<file path="config.mk">
export PLATFORM = sky130hd
export DESIGN_NAME = mem_addr_bus_arbiter
export DESIGN_NICKNAME = d
export VERILOG_FILES = /design/src/rtl/mem_addr_bus_arbiter.sv
export SDC_FILE = /design/constraint.sdc
export NUM_CORES = 1
export LEC_CHECK = 0
export ABC_AREA = 1
export CAP_MARGIN = 15
export CORE_MARGIN = 2
export CORE_UTILIZATION = 49
export CTS_BUF_LIST = sky130_fd_sc_hd__clkbuf_8
export CTS_CLUSTER_SIZE = 25
export DETAILED_ROUTE_END_ITERATION = 10
export GPL_ROUTABILITY_DRIVEN = 0
export PLACE_DENSITY = 0.87
export SLEW_MARGIN = 20
export SYNTH_ARGS = -nofsm -noshare
export SYNTH_HDL_FRONTEND = slang
export SYNTH_SLANG_ARGS = --single-unit
</file>
<file path="constraint.sdc">
create_clock -name clk -period 2.4 [get_ports clk]
set_input_delay 0.48 -clock clk [delete_from_list [all_inputs] [get_ports clk]]
set_output_delay 0.48 -clock clk [all_outputs]
set_load 0.01 [all_outputs]
</file>
<file path="src/rtl/mem_addr_bus_arbiter.sv">
// Registered arbiter for the shared memory address bus: instruction fetch vs load/store.
// Latches the winning address at grant, holds it until mem_ready, bounds starvation and stalls.
module mem_addr_bus_arbiter #(
    parameter int unsigned ADDR_W     = 16,
    parameter int unsigned PC_W       = 8,
    parameter int unsigned DATA_FIRST = 1,
    parameter int unsigned MAX_STARVE = 3,
    parameter int unsigned TIMEOUT    = 15
) (
    input  logic              clk,
    input  logic              reset_n,
    input  logic              pc_req,
    input  logic [PC_W-1:0]   pc_addr,
    output logic              pc_gnt,
    output logic              pc_done,
    input  logic              ls_req,
    input  logic              ls_we,
    input  logic [ADDR_W-1:0] ls_addr,
    output logic              ls_gnt,
    output logic              ls_done,
    output logic [ADDR_W-1:0] mem_addr,
    output logic              mem_we,
    output logic              mem_valid,
    input  logic              mem_ready,
    output logic              err,
    output logic              busy
);

    localparam logic [1:0] S_IDLE  = 2'd0;
    localparam logic [1:0] S_FETCH = 2'd1;
    localparam logic [1:0] S_DATA  = 2'd2;

    localparam int unsigned STV_W = $clog2(MAX_STARVE + 1);
    localparam int unsigned TMO_W = $clog2(TIMEOUT + 1);
    localparam logic [STV_W-1:0] STV_MAX = STV_W'(MAX_STARVE);
    localparam logic [TMO_W-1:0] TMO_MAX = TMO_W'(TIMEOUT);
    localparam logic FETCH_FIRST = (DATA_FIRST == 0);

    logic [1:0]        r_state;
    logic [STV_W-1:0]  r_starve;
    logic [TMO_W-1:0]  r_tmo;
    logic [ADDR_W-1:0] r_mem_addr;
    logic              r_mem_we;
    logic              r_pc_gnt;
    logic              r_ls_gnt;
    logic              r_pc_done;
    logic              r_ls_done;
    logic              r_err;

    logic w_starve_full;
    logic w_pick_pc;
    logic w_any_req;

    always_comb begin
        w_starve_full = (r_starve == STV_MAX);
        w_any_req     = pc_req | ls_req;
        // A starved fetch overrides the static priority when both requesters are waiting.
        w_pick_pc     = pc_req & (~ls_req | w_starve_full | FETCH_FIRST);
    end

    always_ff @(posedge clk or negedge reset_n) begin
        if (!reset_n) begin
            r_state    <= S_IDLE;
            r_starve   <= '0;
            r_tmo      <= '0;
            r_mem_addr <= '0;
            r_mem_we   <= 1'b0;
            r_pc_gnt   <= 1'b0;
            r_ls_gnt   <= 1'b0;
            r_pc_done  <= 1'b0;
            r_ls_done  <= 1'b0;
            r_err      <= 1'b0;
        end else begin
            r_pc_gnt  <= 1'b0;
            r_ls_gnt  <= 1'b0;
            r_pc_done <= 1'b0;
            r_ls_done <= 1'b0;
            r_err     <= 1'b0;
            case (r_state)
                S_IDLE: begin
                    if (w_any_req) begin
                        r_tmo <= '0;
                        if (w_pick_pc) begin
                            r_state    <= S_FETCH;
                            r_mem_addr <= ADDR_W'(pc_addr);
                            r_mem_we   <= 1'b0;
                            r_pc_gnt   <= 1'b1;
                            r_starve   <= '0;
                        end else begin
                            r_state    <= S_DATA;
                            r_mem_addr <= ls_addr;
                            r_mem_we   <= ls_we;
                            r_ls_gnt   <= 1'b1;
                            if (!pc_req) begin
                                r_starve <= '0;
                            end else if (!w_starve_full) begin
                                r_starve <= r_starve + STV_W'(1);
                            end
                        end
                    end
                end
                S_FETCH, S_DATA: begin
                    // Ready in the abort cycle completes normally rather than erroring.
                    if (mem_ready) begin
                        r_state   <= S_IDLE;
                        r_pc_done <= (r_state == S_FETCH);
                        r_ls_done <= (r_state == S_DATA);
                    end else if (r_tmo == TMO_MAX) begin
                        r_state <= S_IDLE;
                        r_err   <= 1'b1;
                    end else begin
                        r_tmo <= r_tmo + TMO_W'(1);
                    end
                end
                default: begin
                    r_state <= S_IDLE;
                end
            endcase
        end
    end

    assign pc_gnt    = r_pc_gnt;
    assign ls_gnt    = r_ls_gnt;
    assign pc_done   = r_pc_done;
    assign ls_done   = r_ls_done;
    assign err       = r_err;
    assign mem_addr  = r_mem_addr;
    assign mem_we    = r_mem_we;
    assign mem_valid = (r_state != S_IDLE);
    assign busy      = (r_state != S_IDLE);

endmodule
</file>
# Word level (Yosys, flattened, before mapping)
# Index checks and enable logic that the tools add are counted.
[op_classes] muxes=27 n_reduce_logical=8 bitwise_logic=4 add_sub_neg=2 n_eq_ne=9
[op_table] operator="16-bit two-way mux" count=1
[op_table] operator="1-bit two-way mux" count=14
[op_table] operator="2-bit two-way mux" count=7
[op_table] operator="4-bit two-way mux" count=3
[op_table] operator="4-bit one-hot mux with 2 select lines" count=1
[op_table] operator="2-bit inequality test, second input constant" count=3
[op_table] operator="4-bit by 1-bit adder with 4-bit output, second input constant" count=1
[op_table] operator="2-bit == test, second input constant" count=2
[op_table] operator="4-bit == test, second input constant" count=1
[op_table] operator="2-bit one-hot mux with 2 select lines" count=1
[op_table] operator="2-bit AND reduction" count=2
[op_table] operator="4-bit AND reduction" count=1
[op_table] operator="2-bit nonzero test" count=2
[op_table] operator="3-bit by 2-bit inequality test with 1-bit output, second input constant" count=1
[op_table] operator="3-bit inequality test, second input constant" count=1
[op_table] operator="3-bit AND reduction" count=1
[op_table] operator="2-bit by 1-bit adder with 2-bit output, second input constant" count=1
[op_table] operator="2-bit by 1-bit == test with 1-bit output, second input constant" count=1
[op_table] operator="2-bit logical NOT" count=1
[op_table] operator="1-bit OR" count=2
[op_table] operator="2-bit OR reduction" count=1
[op_table] operator="1-bit AND" count=1
[op_table] operator="1-bit inverter" count=1
[totals] regBits=30 inputBits=30

# Longest topological paths before layout
[logic_depth] word_depth=6 mapped_depth=9

# Worst setup path before layout
# OpenSTA, ideal clock, no wires.
[synth_timing] kind="register to output" from="reg r_state[0]" to="out mem_valid" path_buffers=3 arrival_time_ps=1181 stages_incl_launch_ff=7 t_required_ps=1920 setup_slack_ps=739 path_cell_list="dfrtp_1 > inv_1 > ha_1 > inv_2 > buf_2 > buf_6 > buf_4"
[synth_between] elab_chain_cells=1
[synth_rtl] element="start, declared" line="39" rtl="logic [1:0] r_state;"
[synth_rtl] element="start signal, assigned" line="63" rtl="r_state <= S_IDLE;"
[synth_rtl] element="start signal, assigned" line="84" rtl="r_state <= S_FETCH;"
[synth_rtl] element="start signal, assigned" line="90" rtl="r_state <= S_DATA;"
[synth_rtl] element="2-bit nonzero test"
[synth_rtl] element="end, declared" line="23" rtl="output logic mem_valid,"
# Every way passes these cells.

# Final worst setup path
[layout_timing] from="reg r_state[0]" to="out busy"
[layout_between] elab_chain_cells=1
[layout_rtl] element="2-bit nonzero test" line="130" rtl="assign busy = (r_state != S_IDLE);"
[layout_rtl] element="end, declared" line="26" rtl="output logic busy"
# Every way passes these cells.

==> results.ini <==
[global_route]
grt_pass1_vias=1151
overflow=0
grt_antenna_before_repair=0
grt_pass1_wl_microns=5020
grt_max_degree=31
track_usage_pct=19.4

[final_layout]
fillers=245
instances_no_fill=274
layout.nets=275
area_delta_synth_final_pct=42.0
antenna_cells=0
drive_above_1_share_pct=7.47

[timing]
rsz0062_at_grt=no
worst-slew-pin-transition_ns=0.368
slew_headroom_pct=75.5
drv_slew=0
finalCritPeriodShare_pct=88.4
period_needed_ns=2.12
final.setup.tns_ns=0
fmax_mhz=471
setup_viol_count_final=0
clock_skew_ns=0.00828
finalHoldViolations=0

[drt]
via_count=1351
vias_per_cell=4.93
top_layer_used=met4
firstDrtPassIters=4
ant_nets=0
wl_microns=3140
drt_iter0_drc=55
met3WireLength_microns=186
met2_length_microns=1550
drc=0
wl_per_cell_microns=11.4
wl_met1_microns=1330

[run]
maxCapViolations=0

[worst_setup_path]
worst_path_largest_cell_delay_ns=0.53
r2r-end=mem_addr[10]$_DFFE_PN0P_
cp_cell_sequence=inv_1 -> ha_1 -> inv_2 -> clkdlybuf4s50_1
r2r_cells=9
critical_path_buf_inv_count=3
r2r_slack_ns=0.68
slowest_stage=clkdlybuf4s50_1
worst-path-max-fanout=4
cp-start-kind=flip-flop
crit_type=reg2out
arrival_ns=1.64
critical_path_depth=4
cp-end-kind=output pin
r2r_start=r_state[0]$_DFFE_PN0P_
cp.required_ns=1.92
cp_top_family=buffers and inverters

[synthesis]
seq_area_frac_synth_pct=50.3
yosysMostFrequentCell=nand2_1
yosys.area.top_type=dfrtp_1
synth_area_per_cell_sq_um=8.11
yosys_register_bits=30
synth_edf_count=0
synth.top_cell.area_share_pct=50.3
yosys-top-cells-area=dfrtp_1 50%, nand2_1 15%, o21ai_0 8.1%
syn_area_sq_mm=0.00149
synth_cells=184
synth_nets=219
netlist-cell-type-count=20
synthFlopType=dfrtp_1
ys_warn_count=0
synthTopCellsByCount=61 x nand2_1, 30 x dfrtp_1, 24 x o21ai_0
async_flop_share_pct=100

[worst_hold_path]
hold_path_depth=2
min_to=mem_we$_DFFE_PN0P_
hp-class=reg2reg
min_from=mem_we$_DFFE_PN0P_

[power_and_ir_drop]
p_total_mw=2.36
leakagePower_nw=1.09
power_density_mw_per_mm2=1110
irDropWorstVdd_uv=470

[die]
die_w_microns=59.2
coreArea_sq_mm=0.00298
start_util_pct=50.1
die_y_microns=59.2
die_area_sq_mm=0.00350
rows=20
io-pin-count=54

[clock_tree]
clkSinkCount=30
clkTransAtPathRegs_ns=0.06
cts_max_path_buffers=2
post-cts-setup-buffers=0
htree_levels=2
cts_buffers=5
ctsRootBufferMaster=clkbuf_8
cts_tree=yes
clkLatencyLatePin_ns=0.28
post_cts_resized=0
ctsHoldBuffers=0

[place]
place_hpwl_microns=2270
io_buffers=53
dp.cells=266

[run_status]
run_status=complete, no violations

[registers in the layout, indices dropped and copies added (netlist names)]
register  count
r_state       2
ls_gnt        1
mem_we        1
ls_done       1
pc_gnt        1
mem_addr     16
pc_done       1
r_starve      2
err           1
r_tmo         4
[cell usage in the layout, fill, tap and decap left out, types with 2 or more instances in the layout]
cell type	n
buf_4	3
clkbuf_8	6
clkdlybuf4s50_1	53
dfrtp_1	30
ha_1	5
inv_1	23
inv_2	2
nand2_1	61
nand2_2	3
nand3_1	4
nand4_1	2
nor2_1	15
o21ai_0	24
o21ai_1	4
[layout make-up]
class,count,area (sq um),area share [%]
Timing Repair Buffer,56,553,26.1
Tap cell,33,41.3,1.95
Clock buffer,6,82.6,3.90
Sequential cell,30,751,35.4
Clock inverter,2,8.76,0.413
Multi-Input combinational cell,123,592,27.9
Inverter,24,90.1,4.25
[how the worst max path moves through the flow]
| stage | endpoint | start |
|---|---|---|
| after CTS | busy | r_state[0]$_DFFE_PN0P_ |
| final | busy | r_state[0]$_DFFE_PN0P_ |
| after global routing | busy | r_state[0]$_DFFE_PN0P_ |
| after floorplan | mem_valid | r_state[0]$_DFFE_PN0P_ |
| after detailed placement | mem_addr[10]$_DFFE_PN0P_ | ls_req |
| after global placement | r_state[1]$_DFFE_PN0P_ | ls_req |
[stage by stage]
step | setup WS, ns | area (sq um) | hold WS (ns) | util, %
floorplan | 0.739 | 1490 | 0.184 | -
global placement | 0.577 | 2030 | 0.480 | 68.1
detailed placement | 0.523 | 2030 | 0.493 | 68.1
CTS | 0.270 | 2120 | 0.505 | 71.1
global route | 0.183 | 2120 | 0.533 | 71.1
finish | 0.278 | 2120 | 0.505 | 71.1
[power by group]
part           switching, mW  total [mW]  leakage (nW)  internal, mW
combinational          0.586        1.13         0.655         0.548
sequential             0.115       0.819         0.384         0.704
clock                  0.179       0.405        0.0524         0.226
total                  0.880        2.36          1.09          1.48
[routing by layer]
metal	vias to the layer above	track usage [%]
met1	617	24.4
met4	0	9.74
met2	49	31.1
met5	-	0
met3	7	4.80
li1	678	-
[cells by family (layout without fill, tap and decap cells)]
group                      Yosys count  after routing  share of synthesized area [%]
buffers and inverters               31             88                           9.98
DFF                                 30             30                           50.3
AOI/OAI and AO/OA                   29             29                           9.82
xor gates and xnor gates             1              1                          0.587
and+or+nand+nor                     88             88                           25.1
adders and majority gates            5              5                           4.19
[worst reg2reg max path, cell delays in order, from the launching register on]
cell	delay, ns
dfrtp_1	0.40
inv_1	0.10
ha_1	0.27
inv_2	0.08
buf_4	0.21
nor2_8	0.19
nand2_2	0.09
inv_2	0.17
nand2_1	0.08
nand2_1	0.07
(Power assumes the default switching activity.)
